`src/rtl/ir_strobe_ctrl.sv`:
```
// ----------------------------------------------------------------------------
// ir_strobe_ctrl : frame-synchronous IR500 strobe sequencer
//   Bias warm-up, per-channel PWM on-time, then an equal-length cooldown.
// Revision: 1.0  initial release
// ----------------------------------------------------------------------------
`default_nettype none

module ir_strobe_ctrl #(
  parameter int PWM_BITS      = 8,
  parameter int CNT_W         = 16,
  parameter int WARMUP_CYCLES = 64
) (
  input  logic                clk,
  input  logic                rst,
  input  logic                cfg_enable,
  input  logic [1:0]          cfg_ch_en,
  input  logic [CNT_W-1:0]    cfg_on_cycles,
  input  logic [PWM_BITS-1:0] cfg_duty1,
  input  logic [PWM_BITS-1:0] cfg_duty2,
  input  logic                trigger,
  output logic                curren,
  output logic                irleden,
  output logic                irpwm,
  output logic                irleden2,
  output logic                irpwm2,
  output logic                busy,
  output logic                done,
  output logic                overrun
);

  localparam int WU_W = (WARMUP_CYCLES > 1) ? $clog2(WARMUP_CYCLES) : 1;
  localparam logic [WU_W-1:0] WU_LAST = WU_W'(WARMUP_CYCLES - 1);

  typedef enum logic [1:0] {
    S_IDLE     = 2'd0,
    S_WARMUP   = 2'd1,
    S_ON       = 2'd2,
    S_COOLDOWN = 2'd3
  } state_t;

  state_t              state_q, state_d;
  logic [WU_W-1:0]     wu_cnt_q, wu_cnt_d;
  logic [CNT_W-1:0]    cnt_q, cnt_d;
  logic [PWM_BITS-1:0] pwm_q, pwm_d;
  logic [CNT_W-1:0]    on_q, on_d;
  logic [1:0]          ch_q, ch_d;
  logic [PWM_BITS-1:0] duty1_q, duty1_d;
  logic [PWM_BITS-1:0] duty2_q, duty2_d;
  logic                overrun_q, overrun_d;

  logic curren_q, curren_d;
  logic irleden_q, irleden_d;
  logic irpwm_q, irpwm_d;
  logic irleden2_q, irleden2_d;
  logic irpwm2_q, irpwm2_d;
  logic busy_q, busy_d;
  logic done_q, done_d;

  logic w_accept;
  logic w_on_last;
  logic w_led_phase;

  assign w_accept  = trigger && cfg_enable && (cfg_on_cycles != '0) && (cfg_ch_en != 2'b00);
  assign w_on_last = (cnt_q == on_q - CNT_W'(1));

  always_ff @(posedge clk) begin
    if (rst) begin
      state_q    <= S_IDLE;
      wu_cnt_q   <= '0;
      cnt_q      <= '0;
      pwm_q      <= '0;
      on_q       <= '0;
      ch_q       <= 2'b00;
      duty1_q    <= '0;
      duty2_q    <= '0;
      overrun_q  <= 1'b0;
      curren_q   <= 1'b0;
      irleden_q  <= 1'b0;
      irpwm_q    <= 1'b0;
      irleden2_q <= 1'b0;
      irpwm2_q   <= 1'b0;
      busy_q     <= 1'b0;
      done_q     <= 1'b0;
    end else begin
      state_q    <= state_d;
      wu_cnt_q   <= wu_cnt_d;
      cnt_q      <= cnt_d;
      pwm_q      <= pwm_d;
      on_q       <= on_d;
      ch_q       <= ch_d;
      duty1_q    <= duty1_d;
      duty2_q    <= duty2_d;
      overrun_q  <= overrun_d;
      curren_q   <= curren_d;
      irleden_q  <= irleden_d;
      irpwm_q    <= irpwm_d;
      irleden2_q <= irleden2_d;
      irpwm2_q   <= irpwm2_d;
      busy_q     <= busy_d;
      done_q     <= done_d;
    end
  end

  // Next state plus the shadow config; the ON/COOLDOWN counter is shared.
  always_comb begin
    state_d   = state_q;
    wu_cnt_d  = wu_cnt_q;
    cnt_d     = cnt_q;
    pwm_d     = pwm_q;
    on_d      = on_q;
    ch_d      = ch_q;
    duty1_d   = duty1_q;
    duty2_d   = duty2_q;
    overrun_d = overrun_q | (trigger && (state_q != S_IDLE));
    done_d    = 1'b0;

    case (state_q)
      S_IDLE: begin
        if (w_accept) begin
          on_d     = cfg_on_cycles;
          ch_d     = cfg_ch_en;
          duty1_d  = cfg_duty1;
          duty2_d  = cfg_duty2;
          wu_cnt_d = '0;
          state_d  = S_WARMUP;
        end
      end
      S_WARMUP: begin
        if (!cfg_enable) begin
          cnt_d   = '0;
          state_d = S_COOLDOWN;
        end else if (wu_cnt_q == WU_LAST) begin
          cnt_d   = '0;
          pwm_d   = '0;
          state_d = S_ON;
        end else begin
          wu_cnt_d = wu_cnt_q + WU_W'(1);
        end
      end
      S_ON: begin
        if (!cfg_enable) begin
          cnt_d   = '0;
          state_d = S_COOLDOWN;
        end else if (w_on_last) begin
          cnt_d   = '0;
          done_d  = 1'b1;
          state_d = S_COOLDOWN;
        end else begin
          cnt_d = cnt_q + CNT_W'(1);
          pwm_d = pwm_q + PWM_BITS'(1);
        end
      end
      S_COOLDOWN: begin
        if (w_on_last) begin
          cnt_d   = '0;
          state_d = S_IDLE;
        end else begin
          cnt_d = cnt_q + CNT_W'(1);
        end
      end
      default: state_d = S_IDLE;
    endcase
  end

  // Outputs are decoded from the next state so they line up with state_q.
  always_comb begin
    w_led_phase = (state_d == S_ON);
    curren_d    = (state_d == S_WARMUP) || (state_d == S_ON);
    irleden_d   = w_led_phase && ch_q[0];
    irleden2_d  = w_led_phase && ch_q[1];
    irpwm_d     = w_led_phase && ch_q[0] && (pwm_d < duty1_q);
    irpwm2_d    = w_led_phase && ch_q[1] && (pwm_d < duty2_q);
    busy_d      = (state_d != S_IDLE);
  end

  assign curren   = curren_q;
  assign irleden  = irleden_q;
  assign irpwm    = irpwm_q;
  assign irleden2 = irleden2_q;
  assign irpwm2   = irpwm2_q;
  assign busy     = busy_q;
  assign done     = done_q;
  assign overrun  = overrun_q;

  a_bias_before_led: assert property (@(posedge clk) disable iff (rst)
    (irleden || irleden2) |-> curren);
  a_pwm1_gated: assert property (@(posedge clk) disable iff (rst) irpwm |-> irleden);
  a_pwm2_gated: assert property (@(posedge clk) disable iff (rst) irpwm2 |-> irleden2);

endmodule

`default_nettype wire

```
`config.mk`:
```
export PLATFORM = sky130hd
export DESIGN_NAME = ir_strobe_ctrl
export DESIGN_NICKNAME = d
export VERILOG_FILES = /design/src/rtl/ir_strobe_ctrl.sv
export SDC_FILE = /design/constraint.sdc
export NUM_CORES = 1
export LEC_CHECK = 0
export BUFFER_PORTS_ARGS = -buffer_cell sky130_fd_sc_hd__buf_2
export CELL_PAD_IN_SITES_DETAIL_PLACEMENT = 1
export CELL_PAD_IN_SITES_GLOBAL_PLACEMENT = 1
export CORE_UTILIZATION = 44
export DETAILED_ROUTE_END_ITERATION = 16
export PLACE_DENSITY = 0.8
export REMOVE_ABC_BUFFERS = 1
export SLEW_MARGIN = 20
export SYNTH_ARGS = -nofsm -noshare
export SYNTH_HDL_FRONTEND = slang
export SYNTH_SLANG_ARGS = --single-unit
```
`constraint.sdc`:
```
create_clock -name clk -period 5.45 [get_ports clk]
set_input_delay 0.545 -clock clk [delete_from_list [all_inputs] [get_ports clk]]
set_output_delay 0.545 -clock clk [all_outputs]
set_load 0.1 [all_outputs]
```
=== Yosys cells after proc, flatten, opt, wreduce, memory -nomap -nowiden ===
Index checks and enable logic that the tools add are counted.

* Register bits after elaboration: 74
* Word-level logic and storage cells: 78

* Add/sub/neg operators: 4
* Order comparisons: 2
* Equality and inequality tests: 11
* Muxes and demuxes: 22
* Bitwise logic cells: 3
* Reduce and logical (&&, ||, !) cells: 20

{| class="wikitable"
|+ Operators with widths
! cell !! count
|-
| 16-bit two-way mux || 4
|-
| 16-bit one-hot mux with 3 select lines || 1
|-
| 8-bit two-way mux || 4
|-
| 6-bit two-way mux || 3
|-
| 16-bit by 1-bit adder with 16-bit output, second input constant || 1
|-
| 16-bit == test || 1
|-
| 8-bit < comparator || 2
|-
| 8-bit one-hot mux with 2 select lines || 1
|-
| 16-bit nonzero test || 1
|-
| 16-bit by 1-bit subtractor with 16-bit output, second input constant || 1
|-
| 2-bit two-way mux || 6
|-
| 6-bit one-hot mux with 2 select lines || 1
|-
| 8-bit by 1-bit adder with 8-bit output, second input constant || 1
|-
| 1-bit logical AND || 8
|-
| 2-bit one-hot mux with 4 select lines || 1
|-
| 2-bit nonzero test || 4
|-
| 6-bit by 1-bit adder with 6-bit output, second input constant || 1
|-
| 2-bit == test, second input constant || 3
|-
| 6-bit == test, second input constant || 1
|-
| 2-bit != test, second input constant || 3
|-
| 2-bit by 1-bit == test with 1-bit output, second input constant || 2
|-
| 2-bit AND reduction || 2
|-
| 4-bit AND reduction || 1
|-
| 3-bit != test, second input constant || 1
|-
| 7 further kinds || 8
|}

=== Longest topological paths before layout ===
* Word-level depth: 8
* Mapped depth: 22
* Gate-level depth less buffers: 18

=== Worst setup path after synthesis ===
OpenSTA, ideal clock, no wires.

* Kind: register to register
* Start point: register on_q[0]
* End point: register irpwm_q, in the netlist irpwm
* Setup time: 101 ps
* Data arrival time: 3827 ps
* Path slack: 1522 ps
* Cell stages (with the launch flop): 20
* Cell sequence: dfxtp_1 clkbuf_1 inv_1 ha_1 buf_2 or4b_1 buf_2 nor3_1 xnor2_1 o2111ai_2 nor4b_4 a21oi_2 buf_6 nand4_1 mux2i_1 nand2_1 ha_1 a21o_1 a211o_1 o41ai_1

* Elaborated cells on any way between the ends: 13
* Classes of those cells: add/sub: 1; order compare: 1; eq/ne: 2; mux: 7; reduce/logical: 2

{| class="wikitable"
|+ RTL lines
! what !! RTL line !! text
|-
| from (decl) || 45 || <nowiki>logic [CNT_W-1:0] on_q, on_d;</nowiki>
|-
| from (signal assigned) || 89 || <nowiki>on_q <= on_d;</nowiki>
|-
| 16-bit by 1-bit subtractor with 16-bit output || 64 || <nowiki>assign w_on_last = (cnt_q == on_q - CNT_W'(1));</nowiki>
|-
| 16-bit == test || 64 ||
|-
| 8-bit two-way mux || 144 || <nowiki>end else if (w_on_last) begin</nowiki>
|-
| 8-bit two-way mux || 141 || <nowiki>if (!cfg_enable) begin</nowiki>
|-
| 8-bit one-hot mux with 2 select lines || 117 || <nowiki>case (state_q)</nowiki>
|-
| net pwm_d[6] || 44 || <nowiki>logic [PWM_BITS-1:0] pwm_q, pwm_d;</nowiki>
|-
| 8-bit < comparator || 171 || <nowiki>irpwm_d = w_led_phase && ch_q[0] && (pwm_d < duty1_q);</nowiki>
|-
| 1-bit logical AND || 171 ||
|-
| to (signal assigned) || 96 || <nowiki>irpwm_q <= irpwm_d;</nowiki>
|-
| to (decl) || 53 || <nowiki>logic irpwm_q, irpwm_d;</nowiki>
|}

The timed path passes the listed nets, and every way through them passes these cells.
A chain may end at the register's enable or synchronous reset.

=== Worst setup path after layout ===
Ends and elaborated chain as after synthesis.

==> run summary <==
FP Rows: 35
CTS Hold Bufs: 0
Final net count: 589
Finished Cell Area: 4690 um2
Unique cell type count in the Yosys netlist: 56
Reg2Reg Capture Point: irpwm$_SDFF_PP0_
Met2 Use GR: 41.19%
Post-synth EDFFs: 0
Commonest non-fill, non-tap cell in the layout: nor2_1
Inserted Clock Buffers: 9
Slew headroom: 28.05%
Worst setup endpoint: irpwm$_SDFF_PP0_
I/O Pins: 46
Die Footprint: 9891 um2
Synth Warn #: 0
Worst slew pin tran: 1079 ps
# diodes: 0
Layout cell share with drive strength beyond 1: 12.99%
DRC: 0
Die Span X: 99.46 um
Worst EP required: 5710 ps
Placer Congestion: 0.8926
First-pass GRT wire length: 18240 um
CTS resizes: 0
VDD IR max: 275.0 uV
Via/cell ratio: 5.489
RSZ-0062 raised after global routing: no
Root Driver: clkbuf_8
Initial DRC Count: 71
Max Cap Violations: 0
Worst setup EP type: flop
Post CTS Setup Buffer Count: 0
Initial antenna violation count: 0
Via count: 3623
Fmax: 0.2264 GHz
Largest net degree at the start of global routing: 57
Longest Clk Path Bufs: 2
Clock-pin transition on the worst setup and hold timing paths: 80 ps
Syn Area/Cell: 8.460 um2
H-Tree Depth: 3
Hold Path Class: in2reg
Area contributors post-synth: dfxtp_1 (35%), mux2i_1 (9.3%), ha_1 (7.5%)
Antenna Nets Post-Route: 0
Dpl cell area: 4456 um2
R2r startpoint: on_q[0]$_SDFFE_PP0P_
DP Worst Slack: 1071 ps
Core Footprint: 9240 um2
Reg2reg setup slack: 1030 ps
Clock Sinks: 74
Slew Limit Fails: 0
Leakage: 2.145 nW
Die height: 99.46 um
Run status: finished clean
Setup slack after layout: 1033 ps
Initial core utilization: 45.23%
CTS tree: done
Grt met1 use: 28.10%
Most frequent cells in the layout: nor2_1 (79), dfxtp_1 (74), buf_2 (45)
Area grow syn2layout: 12.22%
Synthesized area: 4179 um2
Final Hold Viols: 0
WL final: 10720 um
Clock skew: 6.752 ps
# setup viols final: 0
Share of the synthesized area in the top cell type: 35.45%
GR Overflow Total: 0
CP startpoint: on_q[0]$_SDFFE_PP0P_
Crit path launch type: flop
Ys async rst share: 0%
Total track usage: 23.39%
CP Class: reg2reg
Top FF cell, synth: dfxtp_1
Minimum clock period after layout: 4417 ps
Leading area contributor after synthesis: dfxtp_1
Power density cells: 321.0 nW/um2
IO buf count: 45
Sequential share of the synthesized area: 35.45%
Vias in the first global route: 3866
Later-pin clock latency in the skew report: 360 ps
Initial DRT Pass Iterations: 4
GR Util met3: 3.795%
Synth Instances: 494
CP Max Fanout: 12
Post-DP HPWL: 8052 um
Worst path arrival time: 4680 ps
Reg2Reg Depth: 17
Post-DR wirelength/cell: 16.24 um
Setup TNS: 0 ps
GR peak layer: met2
Flops & latches, synth: 74
Fin crit share: 81.05%
metrics by stage:
stage	util, %	total power [mW]	cells	hold slack (ps)
5_1_grt	50.75	1.580	660	413.5
2_1_floorplan	-	0.8960	469	428.1
6_report	50.75	1.505	660	409.9
3_5_place_dp	48.22	1.000	644	479.6
4_1_cts	50.75	1.524	660	398.4
3_3_place_gp	48.22	0.9836	644	447.6
worst min path at each step:
stage,from,endpoint,slack [ps],cells after the start
final,cfg_duty1[6],duty1_q[6]$_SDFFE_PP0P_,410,3
after global routing,cfg_duty1[2],duty1_q[2]$_SDFFE_PP0P_,410,3
after CTS,cfg_duty1[6],duty1_q[6]$_SDFFE_PP0P_,400,3
after detailed placement,overrun$_SDFF_PP0_,overrun$_SDFF_PP0_,480,2
after global placement,overrun$_SDFF_PP0_,overrun$_SDFF_PP0_,450,2
after floorplan,ch_q[0]$_SDFFE_PP0P_,irleden$_SDFF_PP0_,430,2
sequential cells by signal, summed over array words and instances (netlist names), 2 cells and up:
register  flops
cnt_q        16
on_q         16
duty1_q       8
duty2_q       8
pwm_q         8
wu_cnt_q      6
ch_q          2
state_q       2
logic make-up (layout without fill, tap and decap cells):
logic type | Yosys count | after routing | synth area share, %
simple gates | 195 | 195 | 23.20
compound gates | 78 | 78 | 12.78
flops | 74 | 74 | 35.45
buf+inv | 52 | 89 | 5.240
mux | 39 | 39 | 9.341
xor+xnor | 31 | 31 | 6.497
fa+ha+maj | 25 | 25 | 7.485
routing by layer:
layer | vias up | wire length [um]
li1 | 1788 | -
met1 | 1762 | 4830
met2 | 57 | 5341
met3 | 16 | 271
met4 | 0 | 277
met5 | - | 0
cell usage after synthesis (3+ instances only):
master and count:
a21o_1 7, a211o_1 3, and3_1 11, buf_1 3
xor2_1 13, nor4_1 8, buf_2 4, dfxtp_1 74
nor2b_1 6, ha_1 25, and2_1 4, o21ai_0 9
o21a_1 3, nor2_1 79, xnor2_1 18, a21oi_1 17
o31ai_1 3, a31oi_1 14, nor3_1 16, clkbuf_1 15
nand3_1 16, o21bai_1 3, inv_1 27, mux2i_1 39
nand4_1 8, or2_2 3, nand2_1 24, or3_1 5
where the power goes:
group | internal [mW] | switching [mW] | total, mW
clock network | 0.304 | 0.212 | 0.516
registers | 0.570 | 0.0287 | 0.599
logic | 0.135 | 0.255 | 0.391
total | 1.01 | 0.496 | 1.51
worst max-delay path, cell delays in order, from the launching register on:
cell,delay [ps]
dfxtp_1,390
inv_1,90
ha_1,370
or4b_1,590
nor3_2,260
nor2_1,70
o311ai_1,260
nand2_1,140
a21oi_2,500
nand4_1,190
mux2i_1,230
nand2_1,110
ha_1,300
a21o_1,180
a211o_1,320
a31oi_1,180
nor2_1,70
o41ai_1,60
cell type report:
class | instances | area (um2)
fill | 1139 | 4551
multi-input combinational | 368 | 2479
sequential | 74 | 1481
timing repair buffer | 46 | 232.7
tap | 129 | 161.4
clock buffer | 11 | 131.4
clock inverter | 5 | 102.6
inverter | 27 | 101.3
Note: power is estimated with default switching activity, not from simulation.
